--- src/rtl/fetch_unit.sv ---
`default_nettype none
// ============================================================================
// Module      : fetch_unit
// Description : RV32I instruction fetch stage. Owns the fetch PC, issues word
//               requests over a req/gnt/rvalid handshake and buffers returned
//               words with their PCs. Optional macro FETCH_BYPASS_EN forwards
//               a response straight to decode when the buffer is empty.
// Revision    : 1.0 - initial release
// ============================================================================
module fetch_unit #(
    parameter logic [31:0] RESET_PC = 32'h0000_0000,
    parameter int unsigned DEPTH    = 2
) (
    input  logic        clk,
    input  logic        rstn,
    output logic        imem_req,
    output logic [31:0] imem_addr,
    input  logic        imem_gnt,
    input  logic        imem_rvalid,
    input  logic [31:0] imem_rdata,
    input  logic        redirect,
    input  logic [31:0] redirect_pc,
    output logic        instr_valid,
    output logic [31:0] instr,
    output logic [31:0] instr_pc,
    input  logic        instr_ready
);

    localparam int unsigned PTR_W = $clog2(DEPTH);
    localparam int unsigned CNT_W = $clog2(DEPTH + 1);
    localparam int unsigned SUM_W = CNT_W + 1;

    logic [31:0]      fetch_pc_q, fetch_pc_d;
    logic [31:0]      buf_word_q [DEPTH];
    logic [31:0]      buf_word_d [DEPTH];
    logic [31:0]      buf_pc_q   [DEPTH];
    logic [31:0]      buf_pc_d   [DEPTH];
    logic [31:0]      tag_q      [DEPTH];
    logic [31:0]      tag_d      [DEPTH];
    logic [PTR_W-1:0] rd_ptr_q, rd_ptr_d, wr_ptr_q, wr_ptr_d;
    logic [PTR_W-1:0] tag_rd_q, tag_rd_d, tag_wr_q, tag_wr_d;
    logic [CNT_W-1:0] count_q, count_d;
    logic [CNT_W-1:0] outstanding_q, outstanding_d;
    logic [CNT_W-1:0] drop_cnt_q, drop_cnt_d;

    logic        credit_ok, grant, rsp, drop, store, bypass, push, pop, head_valid;
    logic [31:0] rsp_tag;
    logic        unused_pc_lsbs;

    assign unused_pc_lsbs = ^redirect_pc[1:0];
    assign imem_addr      = fetch_pc_q;

    always_comb begin
        credit_ok  = ({1'b0, count_q} + {1'b0, outstanding_q}) < SUM_W'(DEPTH);
        imem_req   = rstn && !redirect && credit_ok;
        grant      = imem_req && imem_gnt;
        // A response with nothing outstanding is a protocol error and is ignored.
        rsp        = imem_rvalid && (outstanding_q != '0);
        drop       = rsp && (drop_cnt_q != '0);
        store      = rsp && !drop && !redirect;
        rsp_tag    = tag_q[tag_rd_q];
        head_valid = (count_q != '0);
`ifdef FETCH_BYPASS_EN
        bypass      = store && !head_valid && instr_ready;
        instr_valid = head_valid || bypass;
        instr       = bypass ? imem_rdata : buf_word_q[rd_ptr_q];
        instr_pc    = bypass ? rsp_tag    : buf_pc_q[rd_ptr_q];
`else
        bypass      = 1'b0;
        instr_valid = head_valid;
        instr       = buf_word_q[rd_ptr_q];
        instr_pc    = buf_pc_q[rd_ptr_q];
`endif
        push = store && !bypass;
        pop  = head_valid && instr_ready && !redirect;
    end

    always_comb begin
        fetch_pc_d    = fetch_pc_q;
        outstanding_d = outstanding_q + CNT_W'(grant) - CNT_W'(rsp);
        drop_cnt_d    = drop_cnt_q;
        count_d       = count_q + CNT_W'(push) - CNT_W'(pop);
        rd_ptr_d      = pop  ? rd_ptr_q + PTR_W'(1) : rd_ptr_q;
        wr_ptr_d      = push ? wr_ptr_q + PTR_W'(1) : wr_ptr_q;
        tag_wr_d      = grant ? tag_wr_q + PTR_W'(1) : tag_wr_q;
        tag_rd_d      = rsp   ? tag_rd_q + PTR_W'(1) : tag_rd_q;
        buf_word_d    = buf_word_q;
        buf_pc_d      = buf_pc_q;
        tag_d         = tag_q;

        if (grant) begin
            fetch_pc_d      = fetch_pc_q + 32'd4;
            tag_d[tag_wr_q] = fetch_pc_q;
        end
        if (drop) begin
            drop_cnt_d = drop_cnt_q - CNT_W'(1);
        end
        if (push) begin
            buf_word_d[wr_ptr_q] = imem_rdata;
            buf_pc_d[wr_ptr_q]   = rsp_tag;
        end
        // Tag FIFO keeps running across a redirect: stale responses still pop it.
        // Every response this cycle (kept or dropped) retires one in-flight
        // fetch, so the remaining stale count is simply outstanding - rsp.
        if (redirect) begin
            fetch_pc_d = {redirect_pc[31:2], 2'b00};
            drop_cnt_d = outstanding_q - CNT_W'(rsp);
            count_d    = '0;
            rd_ptr_d   = '0;
            wr_ptr_d   = '0;
        end
    end

    always_ff @(posedge clk or negedge rstn) begin
        if (!rstn) begin
            fetch_pc_q    <= RESET_PC;
            buf_word_q    <= '{default: '0};
            buf_pc_q      <= '{default: '0};
            tag_q         <= '{default: '0};
            rd_ptr_q      <= '0;
            wr_ptr_q      <= '0;
            tag_rd_q      <= '0;
            tag_wr_q      <= '0;
            count_q       <= '0;
            outstanding_q <= '0;
            drop_cnt_q    <= '0;
        end else begin
            fetch_pc_q    <= fetch_pc_d;
            buf_word_q    <= buf_word_d;
            buf_pc_q      <= buf_pc_d;
            tag_q         <= tag_d;
            rd_ptr_q      <= rd_ptr_d;
            wr_ptr_q      <= wr_ptr_d;
            tag_rd_q      <= tag_rd_d;
            tag_wr_q      <= tag_wr_d;
            count_q       <= count_d;
            outstanding_q <= outstanding_d;
            drop_cnt_q    <= drop_cnt_d;
        end
    end

`ifndef SYNTHESIS
    always_ff @(posedge clk) begin
        if (rstn) begin
            assert (!(imem_rvalid && (outstanding_q == '0)))
                else $error("fetch_unit: response with no outstanding fetch");
        end
    end
`endif

endmodule
`default_nettype wire

--- config.mk ---
export PLATFORM = sky130hd
export DESIGN_NAME = fetch_unit
export DESIGN_NICKNAME = d
export VERILOG_FILES = /design/src/rtl/fetch_unit.sv
export SDC_FILE = /design/constraint.sdc
export NUM_CORES = 1
export LEC_CHECK = 0
export CAP_MARGIN = 30
export CORE_ASPECT_RATIO = 0.5
export CORE_MARGIN = 3
export CORE_UTILIZATION = 55
export DETAILED_ROUTE_END_ITERATION = 8
export DONT_BUFFER_PORTS = 1
export GPL_TIMING_DRIVEN = 0
export PLACE_DENSITY_LB_ADDON = 0.12
export SLEW_MARGIN = 10
export SYNTH_ARGS = -nofsm -noshare
export SYNTH_HDL_FRONTEND = slang
export SYNTH_SLANG_ARGS = --single-unit
--- constraint.sdc ---
create_clock -name clk -period 3.42 [get_ports clk]
set_input_delay 0.342 -clock clk [delete_from_list [all_inputs] [get_ports clk]]
set_output_delay 0.342 -clock clk [all_outputs]
set_load 0.005 [all_outputs]
======== Word level (Yosys, flattened, before mapping) ========
Cells that the tools add are included.
word-level totals
  register bits after elaboration ......... 234
  bits in latches ......................... 0
  memory bits (writable) .................. 0
  bits in read-only memories .............. 0
  input bits .............................. 70
  output and inout port bits .............. 98
  logic and storage cells ................. 82
  memories ................................ 0
operators by class
  add/subtract/negate cells ............... 12
  $mul .................................... 0
  div/mod/pow operators ................... 0
  magnitude comparators ................... 7
  eq/ne operators ......................... 0
  shift-type cells ........................ 0
  mux-type cells .......................... 25
  bitwise logic cells ..................... 4
  reductions and logical operators ........ 20
operator list
  kind                                                        number
  2-to-1 mux 32 bit                                           13
  bitwise mux 64 bit                                          3
  demux 32 bit (select 1 bit)                                 2
  adder 32 x 3 -> 32 bit, second input constant               1
  nonzero test 2 bit                                          7
  logical AND 1 bit                                           11
  greater-or-equal comparator 2 bit, second input constant    4
  NOT 1 -> 2 bit                                              4
  2-to-1 mux 2 bit                                            3
  subtractor 2 x 1 -> 2 bit                                   3
  adder 1 bit, second input constant                          4
  adder 2 x 1 -> 2 bit                                        2
  less-than comparator 2 x 1 -> 1 bit, second input constant  2
  2-to-1 mux 1 bit                                            4
  adder 2 x 2 -> 3 bit                                        1
  less-than comparator 3 x 2 -> 1 bit, second input constant  1
  zero test 1 bit                                             2
  subtractor 2 x 1 -> 2 bit, second input constant            1

======== Depth between registers and ports, before layout ========
Gate-level depths: netlist of run 1.
  depth after elaboration ................. 9
  gate-level depth with buffers ........... 10
  mapped depth without buffers ............ 9

======== Worst setup path after synthesis of run 1 ========
OpenSTA, ideal clock, no wires.
  path type ............................... flip-flop to flip-flop
  from .................................... register outstanding_q[0]
  to ...................................... register outstanding_q[1]
  arrival ................................. 2402 ps
  required time ........................... 3295 ps
  slack ................................... 893 ps
  stages on the path, launching flop included .. 11
  path buffers ............................ 1
  period minus slack after synthesis ...... 2527 ps
  cell sequence ........................... dfrtp_1 and2_1 fa_1 nor4bb_1 clkbuf_1 nand2_1 ha_1 inv_1 ha_1 xnor2_1 xnor2_1
on the way
  word-level cells in the longest chain between the ends .. 6
ends and longest elaborated chain
  element                              line  source
  start: declaration                   43    logic [CNT_W-1:0] outstanding_q, outstanding_d;
  start signal: assignment             137   outstanding_q <= outstanding_d;
  adder 2 x 2 -> 3 bit                 54    credit_ok = ({1'b0, count_q} + {1'b0, outstanding_q}) < SUM_W'(DEPTH);
  less-than comparator 3 x 2 -> 1 bit  54
  logical AND 1 bit                    55    imem_req = rstn && !redirect && credit_ok;
  logical AND 1 bit                    56    grant = imem_req && imem_gnt;
  adder 2 x 1 -> 2 bit                 80    outstanding_d = outstanding_q + CNT_W'(grant) - CNT_W'(rsp);
  subtractor 2 x 1 -> 2 bit *          80
  named net outstanding_d[1]           43
The timed path passes the listed nets; every way through them passes the cells marked *.
A chain may end at the register's enable or synchronous reset.

======== Worst setup path in the final report of run 1 ========
  from .................................... register outstanding_q[0]
  to ...................................... register tag_q[38] in the netlist's numbering
on the way
  word-level cells in the longest chain between the ends .. 4
ends and longest elaborated chain
  element                              line  source
  adder 2 x 2 -> 3 bit                 54
  less-than comparator 3 x 2 -> 1 bit  54
  logical AND 1 bit                    55
  logical AND 1 bit                    56
  end signal: assignment               131   tag_q <= tag_d;
  end: declaration                     38    logic [31:0] tag_q [DEPTH];
No other way between the ends.

==> impl.org, run 1 <==
** Synth
- Summed over all instances, the cell type with the most area after synthesis is sky130_fd_sc_hd__dfrtp_1.
- Synthesis handed over a netlist of 772 instances.
- Area fraction of the dominant cell type after synthesis :: 0.542
- EDFF count, synth :: 0
- Average footprint of a synthesized cell :: 13.4 sq um
- Number of flip-flops and latches in the synthesized netlist :: 224
- Among all cell types in the netlist, the one instantiated most often is sky130_fd_sc_hd__mux2_2.
- Leading register cell type out of synthesis :: sky130_fd_sc_hd__dfrtp_1
- Total number of yosys warnings :: 0
- Most frequent cells after synthesis :: 276 x sky130_fd_sc_hd__mux2_2, 224 x sky130_fd_sc_hd__dfrtp_1, 32 x sky130_fd_sc_hd__nand2_1
- In the synthesized netlist the async set-or-reset flop fraction comes to 1.00.
- Synthesized area :: 10300 sq um
- Count of unique library cells instantiated by Yosys :: 43
- Sequential share of the synthesized area :: 0.542
- By area the synthesized netlist is led by sky130_fd_sc_hd__dfrtp_1 54%, sky130_fd_sc_hd__mux2_2 30%, sky130_fd_sc_hd__or4_1 1.3%, sky130_fd_sc_hd__nand2_1 1.2%, sky130_fd_sc_hd__buf_2 0.97%.

** Clock network
- Level count of the clock H-tree :: 1
- The root buffer cell chosen for the clock tree is sky130_fd_sc_hd__clkbuf_16.
- TritonCTS built the clock tree.
- Clock transition time at the flip-flop clock pins of the worst setup and hold paths :: 60 ps
- Buffers from clock root to sink, at most :: 3
- TritonCTS created 21 clock buffers.
- Worst-Skew Late Latency :: 490 ps
- The clock drives 224 sinks.

** Cells and area
- In the final design database the tool counted 930 nets.
- Syn-to-layout area delta :: 14.5%
- Of the cells placed in the final design, the portion with a size suffix greater than 1 is 0.388.

** Detailed routing
- Number of vias after detailed routing :: 6590
- Using the TritonRoute via totals, the vias-per-cell ratio works out to 5.99.
- In the final routed layout, each cell accounts on average for 21.9 microns.
- The count of nets left with antenna violations once routing finished came out at 0.
- In this run, the number of DRC markers left after iteration 0 of detailed routing was 362.
- The first detailed-routing pass ran for 5 iterations.
- DRC viols :: 0
- Total length of routed wires :: 24100 microns

** Critical path
- By startpoint and endpoint, the worst setup path is classified as reg -> reg.
- Capture instance of the worst register-to-register path :: tag_q[38]
- Data on the critical path is required at its endpoint by 3790 ps.
- Worst path max stage delay :: 480 ps
- Arrival time at the worst endpoint :: 3500 ps
- The worst setup path is captured at a flip-flop.
- Top fanout value on the critical path :: 10
- Reg2reg setup slack :: 290 ps
- Startpoint of the worst register-to-register path :: outstanding_q[0]
- The slowest stage of the critical path is the sky130_fd_sc_hd__fa_1 cell.
- Worst reg-to-reg path cell count :: 8
- STA classifies the critical path startpoint as a flip-flop.
- Worst path cell trace :: and2_1 > fa_1 > nor4bb_1 > clkbuf_1 > nand2_1 > nor2_1 > buf_2 > mux2_2

** Floorplan
- Row count :: 34
- Die Width :: 200 microns
- Count of pins on the block boundary :: 168
- For this configuration, the core starts out at a cell density of 0.579.
- Chip Height :: 103 microns
- The core region is 17900 sq um.
- Die area :: 20600 sq um

** STA
- In this run the tightest slew margin relative to its limit is 0.398.
- The number of failing hold endpoints at the final stage came to 224.
- At the pin with the least slew margin, the transition time is 902 ps.
- Setup violations remaining at the end of the flow were counted as 0.
- RSZ-0062 raised after global routing :: false
- Final-layout worst hold slack :: -447 ps
- The smallest clock period supported by the final layout is computed as 3130 ps.
- Final period util :: 0.915
- For this run, the top clock speed supported by timing is 320 MHz.
- Setup total negative slack :: 0 ps
- Across the routed clock network, the largest skew measured is 16.5 ps.
- Final count of pins violating max slew :: 0

** Place
- Port buffering added 0 buffers.
- Detailed placer's ending HPWL :: 16200 microns
- Final weighted congestion in routability-driven placement :: 0.953

** Global routing
- Vias in the first global route :: 6775
- Antenna violations before repair :: 1
- For this run, the total global-route usage over all layers was measured as 0.233.
- First-pass GRT wire length :: 37600 microns
- The total overflow left after global routing is 0.
- Pin count of the biggest net entering global routing :: 228

** Status
- The run finished, with violations left.
- Violated checks :: hold timing

** Power and ir drop
- Static leakage power :: 0.00521 uW
- Dividing total power by cell area gives a power density of 778 nW/um^2.
- The worst-case IR drop observed on VDD is 0.000410 V.
- Overall power consumption after layout is estimated at 9210 uW.

** Min path
- The worst hold path belongs to the class in -> async.

** Job
- Max Cap Viol :: 0
how the worst max path moves through the flow:
stage / start / end / slack (ps) / cells past startpoint
finish: outstanding_q[0] / tag_q[38] / 290 / 8
global route: outstanding_q[0] / outstanding_q[1] / 120 / 10
CTS: outstanding_q[0] / tag_q[38] / 310 / 8
detailed placement: outstanding_q[0] / tag_q[47] / 350 / 8
global placement: outstanding_q[0] / tag_q[34] / 330 / 8
floorplan: outstanding_q[0] / outstanding_q[1] / 890 / 10
power by group:
| part | internal (uW) | leakage [uW] | switching (uW) |
|---|---|---|---|
| Sequential | 3660 | 0.00282 | 561 |
| Clock | 1280 | 0.000323 | 976 |
| Combinational | 1580 | 0.00207 | 1150 |
| Total | 6520 | 0.00521 | 2690 |
metal layers:
metal,global-route usage,part of all wire,vias up
met4,0.0568,0.020,2
met1,0.325,0.45,3373
met2,0.367,0.45,194
met3,0.0663,0.079,43
met5,0,0.00054,-
li1,-,-,2978
through the flow:
| stage | std cells | utilization | hold WS, ps | area [sq um] | worst slack, ps |
|---|---|---|---|---|---|
| floorplan | 775 | - | 46.4 | 10300 | 893 |
| finish | 1100 | 0.662 | -447 | 11800 | 292 |
| global route | 1099 | 0.662 | -471 | 11800 | 115 |
| global placement | 1009 | 0.596 | 55.2 | 10600 | 333 |
| detailed placement | 1010 | 0.596 | 55.1 | 10600 | 346 |
| CTS | 1091 | 0.658 | -457 | 11700 | 313 |
final cells by class:
| type | count | area, sq um |
|---|---|---|
| multi-input combinational | 493 | 4480 |
| tap | 234 | 293 |
| clock inverter | 6 | 61.3 |
| inverter | 8 | 30.0 |
| sequential | 224 | 5610 |
| fill | 1350 | 6040 |
| buffer | 50 | 228 |
| antenna | 1 | 2.50 |
| timing repair buffer | 54 | 538 |
| clock buffer | 30 | 589 |
kinds of logic after synthesis:
| kind of cell | after synthesis | share of synthesized area |
|---|---|---|
| compound gates | 52 | 0.0334 |
| flops | 224 | 0.542 |
| fa+ha+maj | 8 | 0.0104 |
| buf+inv | 58 | 0.0249 |
| simple gates | 135 | 0.0724 |
| other cells | 1 | 0.000363 |
| mux | 278 | 0.303 |
| xor+xnor | 16 | 0.0136 |
what timing repair did:
item | 4_1_cts | 5_1_grt
hold buffers | 45 | 8
buffers inserted | 0 | 0
resized for setup | 0 | 0
hold endpoints to repair | 285 | 232
flip-flops by register name, indices dropped and copies added (netlist names):
register and count:
rd_ptr_q 1, count_q 2, buf_word_q 64, tag_rd_q 1
imem_addr 30, buf_pc_q 60, tag_wr_q 1, outstanding_q 2
tag_q 60, wr_ptr_q 1, drop_cnt_q 2
critical path: cells and delay by family (launching register included):
family / cells / cell delay (ps)
adders and majority gates: 1 / 480
and+or+nand+nor: 4 / 1070
buffers and inverters: 2 / 670
DFF: 1 / 420
muxes: 1 / 380
layout by cell type, fill, tap and decap left out, types with 2 or more instances in the layout:
master	count
sky130_fd_sc_hd__ha_1	7
sky130_fd_sc_hd__nor2_1	22
sky130_fd_sc_hd__and3_1	2
sky130_fd_sc_hd__o211ai_1	4
sky130_fd_sc_hd__and4_1	5
sky130_fd_sc_hd__xnor2_1	7
sky130_fd_sc_hd__o31ai_1	9
sky130_fd_sc_hd__or3_1	8
sky130_fd_sc_hd__o31a_1	2
sky130_fd_sc_hd__o311ai_0	3
sky130_fd_sc_hd__o41ai_1	2
sky130_fd_sc_hd__mux2_2	276
sky130_fd_sc_hd__a31oi_1	14
sky130_fd_sc_hd__nand4_1	14
sky130_fd_sc_hd__clkbuf_8	3
sky130_fd_sc_hd__conb_1	4
sky130_fd_sc_hd__nand2_1	32
sky130_fd_sc_hd__inv_1	8
sky130_fd_sc_hd__and2_1	3
sky130_fd_sc_hd__clkbuf_1	21
sky130_fd_sc_hd__buf_2	20
sky130_fd_sc_hd__buf_1	11
sky130_fd_sc_hd__nand3_1	16
sky130_fd_sc_hd__or4_1	18
sky130_fd_sc_hd__buf_4	5
sky130_fd_sc_hd__clkbuf_16	21
sky130_fd_sc_hd__mux2i_1	2
sky130_fd_sc_hd__nor2b_1	3
sky130_fd_sc_hd__xor2_1	9
sky130_fd_sc_hd__dlygate4sd3_1	53
sky130_fd_sc_hd__dfrtp_1	224
sky130_fd_sc_hd__nor4_1	2
sky130_fd_sc_hd__clkinv_2	4
sky130_fd_sc_hd__o21ai_0	16
Power figures use the tool's default switching activity.
==> run 2, diff against run 1 <==
==> constraint.sdc (replaced) <==
create_clock -name clk -period 2.71 [get_ports clk]
set_input_delay 0.271 -clock clk [delete_from_list [all_inputs] [get_ports clk]]
set_output_delay 0.271 -clock clk [all_outputs]
set_load 0.005 [all_outputs]
==> run 2 against run 1 <==
Compared with the run above:
- the flow still finishes with violations (hold timing)
- die area unchanged
- largest cell class unchanged
- non-clock buffer count grew 12
- total power grew 27%
- sequential power rose by 26%
- largest power group unchanged
- final cell count rose by 1.1%
- sequential cell count unchanged
- via count rose by 0.88%
- clock skew about the same
- global-route usage grew 0.12 points
- sequential share of layout area decreased by 0.74 points
==> impl.org, run 2 (synthesis results as in run 1) <==
** Clock network
- The source-to-sink clock delay at the later pin of the worst-skew pair is 490 ps (about the same).
- The number of clock sinks was 224 (unchanged).
- Clock Tree Root :: sky130_fd_sc_hd__clkbuf_16
- TritonCTS built the clock tree.
- Level count of the clock H-tree :: 1 (unchanged)
- The number of CTS-inserted buffers was 21 (unchanged).
- The maximum buffer depth of the clock tree came to 3 (unchanged).
- Quantity of hold-fixing buffers added after cts :: 59 (+31%)
- The register clock-pin slew on the reported worst setup and hold paths is 60 ps (about the same).

** Place
- Detailed placer's ending HPWL :: 16200 microns (unchanged)
- Setup Slack @ Placement :: -364 ps (-710 ps)
- Instance area at placement :: 10600 sq um (unchanged)
- Final weighted congestion in routability-driven placement :: 0.953 (unchanged)
- Count of buffers from port buffering :: 0 (unchanged)

** Critical path
- Arrival time at the worst endpoint :: 3040 ps (-460 ps)
- Reg2reg setup slack :: 70 ps (-220 ps)
- Traced cell by cell, the critical path runs through and2_1 > fa_1 > nor4bb_1 > buf_4 > buf_4 > nand3_1 > or4_1 > a31oi_1.
- The endpoint identified for the worst register-to-register timing path is imem_addr[21].
- The worst setup path is captured at a flip-flop.
- Launch point of the worst path :: outstanding_q[0]
- The maximum fanout count along the critical path came to 6 (-4).
- The worst setup path is of the reg -> reg kind.
- Required time at the endpoint of the critical path :: 3110 ps (-680 ps)
- The slowest stage of the critical path belongs to the cell sky130_fd_sc_hd__or4_1.
- The cell family contributing the most delay on the critical path is simple AND/OR/NAND/NOR gates.
- Worst path max stage delay :: 520 ps (+40 ps)
- Startpoint of the worst register-to-register path :: outstanding_q[0]
- Buffers and inverters on the worst path :: 2 (unchanged)
- Critical path's most frequent cell :: sky130_fd_sc_hd__buf_4
- The depth of the worst register-to-register path was 8 (unchanged).
- STA classifies the critical path startpoint as a flip-flop.

** Min path
- Classification of the worst-slack hold path :: in -> async

** Global routing
- The all-layer global routing usage was 0.235 (+0.00124).
- Antenna violations before repair :: 2 (+1)
- The number of global-route vias before repair is 6957 (+2.7%).
- Pin count of the biggest net entering global routing :: 228 (unchanged)
- The global-route wire length before repair is 37900 microns (+0.88%).
- The total global routing overflow is 0 (unchanged).

** STA
- Worst slew margin :: 0.458 (+0.0601)
- The count of endpoints failing setup in the final report came to 0 (unchanged).
- The highest clock frequency the design can meet is 379 MHz (+19%).
- The slew at the pin with the worst max-slew slack was 812 ps (-90.2 ps).
- Worst-case setup margin in the final layout :: 70.2 ps (-222 ps)
- The final cycle utilization of the critical path came to 0.974 (+0.0594).
- Setup total negative slack :: 0 ps (unchanged)
- The final-report max-slew violation count came to 0 (unchanged).
- Final-layout worst hold slack :: -513 ps (-66.8 ps)
- The number of failing hold endpoints at the final stage is 224 (unchanged).
- Setup repair after global routing could not meet its margin everywhere.
- The maximum clock skew at final layout was 16.8 ps (+0.309 ps).
- Shortest clock period the worst path allows after layout :: 2640 ps (-488 ps)

** Floorplan
- The number of placed I/O pins came to 168 (unchanged).
- The overall die area came to 20600 sq um (unchanged).
- The initial core utilization is 0.579 (unchanged).
- CORE AREA :: 17900 sq um (unchanged)
- The number of rows created at floorplan came to 34 (unchanged).
- The die width came to 200 microns (unchanged).
- The vertical die dimension was 103 microns (unchanged).

** Cells and area
- Share of the core filled with cells :: 0.673 (+0.0104)
- Max FFs per register :: 64 (unchanged)
- The number of nets in the layout was 942 (+1.3%).
- In the final layout, the registers with the most flip-flops are buf_word_q (64), buf_pc_q (60), tag_q (60).
- Ratio of cells with drive above 1 in the final layout :: 0.404 (+0.0152)
- From synthesis to final layout, the design area changed by 16.3%.
- Fill cell instance count of the final layout :: 1329 (-1.6%)
- The register with the most flip-flops in the final layout is buf_word_q.
- The final cell area excluding filler cells was 12000 sq um (+1.6%).
- The library cell used most frequently in the layout, excluding fill and tap cells, is sky130_fd_sc_hd__mux2_2.
- Highest-count cells in the layout ignoring fill and taps :: 276 x sky130_fd_sc_hd__mux2_2, 224 x sky130_fd_sc_hd__dfrtp_1, 59 x sky130_fd_sc_hd__dlygate4sd3_1

** Power and ir drop
- Combinational share of power :: 0.301 (+0.004)
- Sequential share of power :: 0.456 (-0.002)
- Peak supply drop :: 0.000517 V (+26%)
- The net switching power figure is 3410 uW (+27%).
- The power density of the placed cells is 974 nW/um^2 (+25%).
- Cell internal power dissipation :: 8300 uW (+27%)
- The switching power as a share of total power came to 0.291 (-0.000948).
- The power consumption came to 11700 uW (+27%).
- Clock network fraction of total power :: 0.243 (-0.002)
- The static leakage power was 0.00531 uW (+1.9%).

** Detailed routing
- The count of routing violations after the opening detailed-route iteration came to 348 (-3.9%).
- Total length of routed wires :: 24000 microns (-0.25%)
- The residual antenna-violating net count after detailed routing came to 0 (unchanged).
- The total iterations of the first detailed-routing run is 5 (unchanged).
- The wire length per cell came to 21.6 microns (-1.3%).
- DRC viols :: 0 (unchanged)
- The number of vias in the routed layout was 6648 (+0.88%).
- Number of vias per cell :: 5.98 (-0.21%)

** Job
- The reported max-cap violation count is 0 (unchanged).

** Status
- Result of the run :: finished, violations left
- The checks that failed: hold timing.
-- run 2: area by class of cell --
type / count / area (sq um) / area share
Timing Repair Buffer: 67 / 663 / 0.0552
Antenna cell: 1 / 2.50 / 0.000208
Buffer: 49 / 250 / 0.0208
Tap cell: 234 / 293 / 0.0244
Sequential cell: 224 / 5610 / 0.466
Clock inverter: 6 / 61.3 / 0.00510
Clock buffer: 30 / 589 / 0.0490
Inverter: 8 / 30.0 / 0.00250
Multi-Input combinational cell: 493 / 4520 / 0.376
-- run 2: metal layers --
metal,vias to the layer above,wire length [microns],part of all wire,GRT usage
met4,2,321,0.013,0.0514
li1,3002,-,-,-
met5,-,13,0.00054,0
met2,222,11000,0.46,0.379
met1,3391,10900,0.45,0.325
met3,31,1790,0.074,0.0624
-- run 2: metrics by stage --
stage | cells | hold WS (ps)
finish | 1112 | -513
global route | 1111 | -541
CTS | 1108 | -528
detailed placement | 1010 | -15.9
global placement | 1009 | -15.8
floorplan | 775 | -24.6
-- run 2: worst max-delay path by stage --
stage,endpoint,slack (ps),cells after the start
2_1_floorplan,outstanding_q[1],180,10
3_3_place_gp,tag_q[34],-380,8
3_5_place_dp,tag_q[47],-360,8
4_1_cts,imem_addr[22],3,7
5_1_grt,outstanding_q[1],-40,10
6_report,imem_addr[21],70,8
-- run 2: power groups by stage --
stage               clock network [uW]  registers [uW]  logic [uW]
finish                            2850            5330        3530
global route                      3060            5500        3860
CTS                               2890            5330        3510
detailed placement                   0            5380        3400
global placement                     0            5280        3300
floorplan                            0            5130        2750
-- run 2: what timing repair did --
| action | in CTS | in global routing |
|---|---|---|
| resized for setup | 12 | 10 |
| gates cloned | 0 | 0 |
| pin swaps | 1 | 3 |
| endpoints found under the hold margin | 315 | 224 |
| setup endpoints to repair | 116 | 37 |
| buffers inserted | 4 | 3 |
